===== src/rtl/coreahbtoapb3_ctrl.sv =====
// rtl/coreahbtoapb3_ctrl.sv - AHB-Lite to APB3 bridge sequencing FSM
//
// Purpose: accepts AHB-Lite slave transfers, sequences APB3 SETUP/ACCESS,
// drives the address/write-data/read-data strobes of the bridge datapath
// and returns HREADYOUT/HRESP, including the two-cycle AHB ERROR response.
//
// Ports:
//   HCLK, HRESET            clock, synchronous active-high reset
//   HSEL, HTRANS, HWRITE,
//   HREADY                  AHB address-phase inputs
//   HREADYOUT, HRESP        AHB slave response (registered)
//   PSEL, PENABLE, PWRITE   APB3 control (registered)
//   PREADY, PSLVERR         APB3 completion inputs
//   addr_ld                 combinational pulse on an accepted address phase
//   wdata_ld                registered pulse during the write data phase
//   rdata_cap               combinational pulse on a completing APB read

module coreahbtoapb3_ctrl #(
    parameter int APB_TIMEOUT = 0,
    parameter int TMO_WIDTH   = 8
) (
    input  logic       HCLK,
    input  logic       HRESET,
    input  logic       HSEL,
    input  logic [1:0] HTRANS,
    input  logic       HWRITE,
    input  logic       HREADY,
    output logic       HREADYOUT,
    output logic       HRESP,
    output logic       PSEL,
    output logic       PENABLE,
    output logic       PWRITE,
    input  logic       PREADY,
    input  logic       PSLVERR,
    output logic       addr_ld,
    output logic       wdata_ld,
    output logic       rdata_cap
);

    typedef enum logic [2:0] {
        IDLE   = 3'd0,
        WDATA  = 3'd1,
        SETUP  = 3'd2,
        ACCESS = 3'd3,
        DONE   = 3'd4,
        ERR1   = 3'd5,
        ERR2   = 3'd6
    } state_t;

    localparam logic [1:0] HTRANS_NONSEQ = 2'b10;
    localparam logic [1:0] HTRANS_SEQ    = 2'b11;

    state_t               r_state;
    logic                 r_hreadyout;
    logic                 r_hresp;
    logic                 r_psel;
    logic                 r_penable;
    logic                 r_pwrite;
    logic                 r_wdata_ld;
    logic [TMO_WIDTH-1:0] r_tmo;

    logic w_accept_state;
    logic w_trans_active;
    logic w_start;
    logic w_timeout;

    // Only states where the AHB data phase is free may take a new address phase.
    assign w_accept_state = (r_state == IDLE) || (r_state == DONE) || (r_state == ERR2);
    assign w_trans_active = (HTRANS == HTRANS_NONSEQ) || (HTRANS == HTRANS_SEQ);
    assign w_start        = HSEL && w_trans_active && HREADY && w_accept_state && !HRESET;

    assign w_timeout = (APB_TIMEOUT != 0) && (r_tmo == TMO_WIDTH'(APB_TIMEOUT));

    assign addr_ld   = w_start;
    assign rdata_cap = (r_state == ACCESS) && PREADY && !r_pwrite && !HRESET;
    assign wdata_ld  = r_wdata_ld;

    assign HREADYOUT = r_hreadyout;
    assign HRESP     = r_hresp;
    assign PSEL      = r_psel;
    assign PENABLE   = r_penable;
    assign PWRITE    = r_pwrite;

    always_ff @(posedge HCLK) begin
        if (HRESET) begin
            r_state     <= IDLE;
            r_hreadyout <= 1'b1;
            r_hresp     <= 1'b0;
            r_psel      <= 1'b0;
            r_penable   <= 1'b0;
            r_pwrite    <= 1'b0;
            r_wdata_ld  <= 1'b0;
            r_tmo       <= '0;
        end else begin
            r_wdata_ld <= 1'b0;
            case (r_state)
                IDLE, DONE, ERR2: begin
                    if (w_start) begin
                        r_pwrite    <= HWRITE;
                        r_hreadyout <= 1'b0;
                        r_hresp     <= 1'b0;
                        if (HWRITE) begin
                            r_state    <= WDATA;
                            r_wdata_ld <= 1'b1;
                        end else begin
                            r_state <= SETUP;
                            r_psel  <= 1'b1;
                        end
                    end else begin
                        r_state     <= IDLE;
                        r_hreadyout <= 1'b1;
                        r_hresp     <= 1'b0;
                    end
                end
                WDATA: begin
                    r_state <= SETUP;
                    r_psel  <= 1'b1;
                end
                SETUP: begin
                    r_state   <= ACCESS;
                    r_penable <= 1'b1;
                end
                ACCESS: begin
                    if (PREADY || w_timeout) begin
                        r_psel    <= 1'b0;
                        r_penable <= 1'b0;
                        r_tmo     <= '0;
                        // A timeout is only reached with PREADY low, so PSLVERR
                        // is qualified by PREADY here.
                        if (!PREADY || PSLVERR) begin
                            r_state <= ERR1;
                            r_hresp <= 1'b1;
                        end else begin
                            r_state     <= DONE;
                            r_hreadyout <= 1'b1;
                        end
                    end else begin
                        r_tmo <= r_tmo + TMO_WIDTH'(1);
                    end
                end
                ERR1: begin
                    r_state     <= ERR2;
                    r_hreadyout <= 1'b1;
                end
                default: begin
                    r_state     <= IDLE;
                    r_hreadyout <= 1'b1;
                    r_hresp     <= 1'b0;
                    r_psel      <= 1'b0;
                    r_penable   <= 1'b0;
                    r_tmo       <= '0;
                end
            endcase
        end
    end

endmodule


===== config.mk =====
export PLATFORM = sky130hd
export DESIGN_NAME = coreahbtoapb3_ctrl
export DESIGN_NICKNAME = d
export VERILOG_FILES = /design/src/rtl/coreahbtoapb3_ctrl.sv
export SDC_FILE = /design/constraint.sdc
export NUM_CORES = 1
export LEC_CHECK = 0
export ABC_CLOCK_PERIOD_IN_PS = 1600
export CAP_MARGIN = 10
export CORE_AREA = 4 4 41 43
export DETAILED_ROUTE_END_ITERATION = 10
export DIE_AREA = 0 0 45 47
export GPL_TIMING_DRIVEN = 0
export PLACE_DENSITY = 0.65
export SETUP_SLACK_MARGIN = 0.2
export SYNTH_ARGS = -nofsm -noshare
export SYNTH_HDL_FRONTEND = slang
export SYNTH_SLANG_ARGS = --single-unit

===== constraint.sdc =====
create_clock -name HCLK -period 1.6 [get_ports HCLK]
set_clock_uncertainty 0.15 [all_clocks]
set_input_delay 0.16 -clock HCLK [delete_from_list [all_inputs] [get_ports HCLK]]
set_output_delay 0.16 -clock HCLK [all_outputs]
set_load 0.005 [all_outputs]

==> impl_metrics.yaml <==
finish:
  antenna_cells: 0
  final_layout_size_suffix_gt1_share_pct: 36.4
  syn_to_final_growth_pct: 61.1
  final_area_um2: 746
  instances_no_fill: 92
  fin_util_pct: 57.3
  final_nets: 87
worst_setup_path:
  cpMaxStageDelayCell: "dfxtp_1"
  critPathTopFamily: "simple AND/OR/NAND/NOR gates"
  reg2reg_slack_ns: 0.16
  worst_ep_arrival_time_ns: 1.20
  cp_cell_sequence: "buf_6 -> or2b_1 -> nor4_2 -> buf_2"
  cpPeakStageDelay_ns: 0.30
  cp_max_fo: 4
  ff2ff_path_depth: 5
  r2r_end: "PWRITE$_SDFFE_PP0P_"
  required_ns: 1.29
  worst_setup_path_end_kind: "primary output"
  timing.critical_path.from_type: "flop"
  r2r-start: "r_state[2]$_SDFFE_PP0P_"
  crit_buf_inv: 2
  worstSetupPathType: "flop to primary output"
power:
  power_density_nw_per_um2: 718
  p_leak_nw: 0.361
  ir_drop_mv: 0.436
  p_total_mw: 0.535
routing:
  vias: 459
  wl_um: 1060
  vias_per_cell: 4.99
  dr.pass1.iters: 2
  drc_errors: 0
  antenna_left: 0
  routedWlPerCell_um: 11.5
  drtIter0Drc: 1
placed_design:
  place_inst: 79
  numPortBuffers: 15
  dp_hpwl_um: 740
  dp_slack_ns: -0.412
  place_area_um2: 632
  gp_congestion: 0.752
die:
  die_y_um: 47
  dieArea_um2: 2120
  num_rows: 13
  io_pins: 17
  start_util_pct: 35.6
  die_x_um: 45
  core_area_um2: 1300
clock_tree:
  clkTransAtPathRegs_ns: 0.06
  numClockSinks: 9
  clkLatencyLatePin_ns: 0.26
  tritoncts: "done"
  cts.root.buffer_cell: "clkbuf_4"
  cts_buffers: 3
  clk_path_buf_depth: 2
  cts-htree-levels: 1
worst_hold_path:
  hold_end: "HREADYOUT$_SDFFE_PP1P_"
  min_from: "HREADYOUT$_SDFFE_PP1P_"
  hp-class: "flop to flop"
  min_path_cells: 1
sta:
  fin_tns_setup_ns: 0
  slew_headroom_pct: 81.9
  setup_ws_ns: 0.0854
  rsz0062_at_grt: "true"
  setup_viol: 0
  fmax_ghz: 0.660
  period_minus_slack_ns: 1.51
  whs_ns: 0.306
  fin_crit_sh_pct: 94.7
  worst_pin_slew_ns: 0.269
  slew_violations: 0
  hold_viol_final: 0
global_route:
  grt_use_total_pct: 12.3
  grt_pass1_vias: 436
  grt_pass1_wl_um: 1810
  grt-ovfl-total: 0
  grt_max_degree: 11
  antenna_found_initial: 0
yosys:
  synthTopCellsByArea: "dfxtp_1 39%, nand4b_4 5.1%, o21ai_0 4.3%, a21oi_2 3.8%, nor3_1 3.2%"
  syn_nets: 58
  synth_edf_count: 0
  async_flop_share_pct: 0
  yosys_warnings: 0
  synth_ff_type: "dfxtp_1"
  synth_top_area_share_pct: 38.9
  ys_seq_area_share_pct: 38.9
  synth_cell_types: 29
  synth_common_cells: "9 x dfxtp_1, 4 x o21ai_0, 3 x inv_1, 3 x nor3_1"
  synth_area_leader_cell: "dfxtp_1"
  yosysMostFrequentCell: "dfxtp_1"
  synth_area_per_cell_um2: 9.45
  synth_area_um2: 463
  synth-seq-cells: 9
  synth_cells: 49
flow_run:
  max-cap-violations: 0
outcome:
  status: "finished, final reports clean"
## kinds of logic (layout without fill, tap and decap cells)
family	Yosys count	in the layout	share of synthesized area (%)
and+or+nand+nor	18	18	31.1
AOI/OAI and AO/OA	16	16	24.1
DFF	9	9	38.9
buffers and inverters	6	34	5.94
## final cells by class
cell class                      instances  area (um2)
Clock buffer                            4        26.3
Sequential cell                         9         185
Multi-Input combinational cell         34         277
Inverter                                3        11.3
Timing Repair Buffer                   24         204
Buffer                                  3        23.8
Tap cell                               15        18.8
Fill cell                             134         556
## worst max-delay path by stage
stage               slack [ns]                   to               startpoint  cells after the start
CTS                       0.06            rdata_cap  r_state[2]$_SDFFE_PP0P_                      4
global placement         -0.43            rdata_cap                   HRESET                      4
floorplan                 0.26  PWRITE$_SDFFE_PP0P_  r_state[2]$_SDFFE_PP0P_                      4
finish                    0.09            rdata_cap  r_state[2]$_SDFFE_PP0P_                      4
detailed placement       -0.41            rdata_cap                   HRESET                      4
global route              0.02            rdata_cap  r_state[2]$_SDFFE_PP0P_                      4
## per-layer routing
metal	vias up	track usage [%]	share of wire, %
li1	238	-	-
met1	205	13.1	45
met2	14	20.6	46
met3	2	3.83	7.9
met4	0	8.77	1.4
met5	-	0	0
## state kept, by name, summed over array words and instances (netlist names)
register / flops
HREADYOUT: 1
HRESP: 1
PENABLE: 1
wdata_ld: 1
PWRITE: 1
PSEL: 1
r_state: 3
## what timing repair did
item,4_1_cts,5_1_grt
setup buffers,8,1
resized for setup,24,4
endpoints found under the setup margin,8,11
cloned,0,0
hold buffers,0,0
pin swaps,4,1
## power breakdown
part	leakage [nW]	internal [mW]	total [mW]	switching (mW)
Clock	0.0150	0.0962	0.177	0.0811
Sequential	0.0745	0.238	0.244	0.00643
Combinational	0.272	0.0651	0.114	0.0487
## worst reg2reg max path: stages (launching register included)
cell and delay [ns]:
dfxtp_1 0.32, buf_6 0.11, nor2b_4 0.05, buf_4 0.13
or4b_4 0.50, a21oi_2 0.12
## cell usage in the layout (no fill, tap or decap), types with 2 or more instances in the layout
cell type        instances
nand2_1                  2
dfxtp_1                  7
buf_2                    2
dlygate4sd2_1            7
buf_4                   10
inv_1                    3
dlymetal6s2s_1           2
a21oi_1                  2
clkdlybuf4s50_1          4
clkbuf_4                 3
nor3_1                   2
o21ai_0                  3
a211oi_1                 2
a21oi_2                  2
Power figures use the tool's default switching activity.
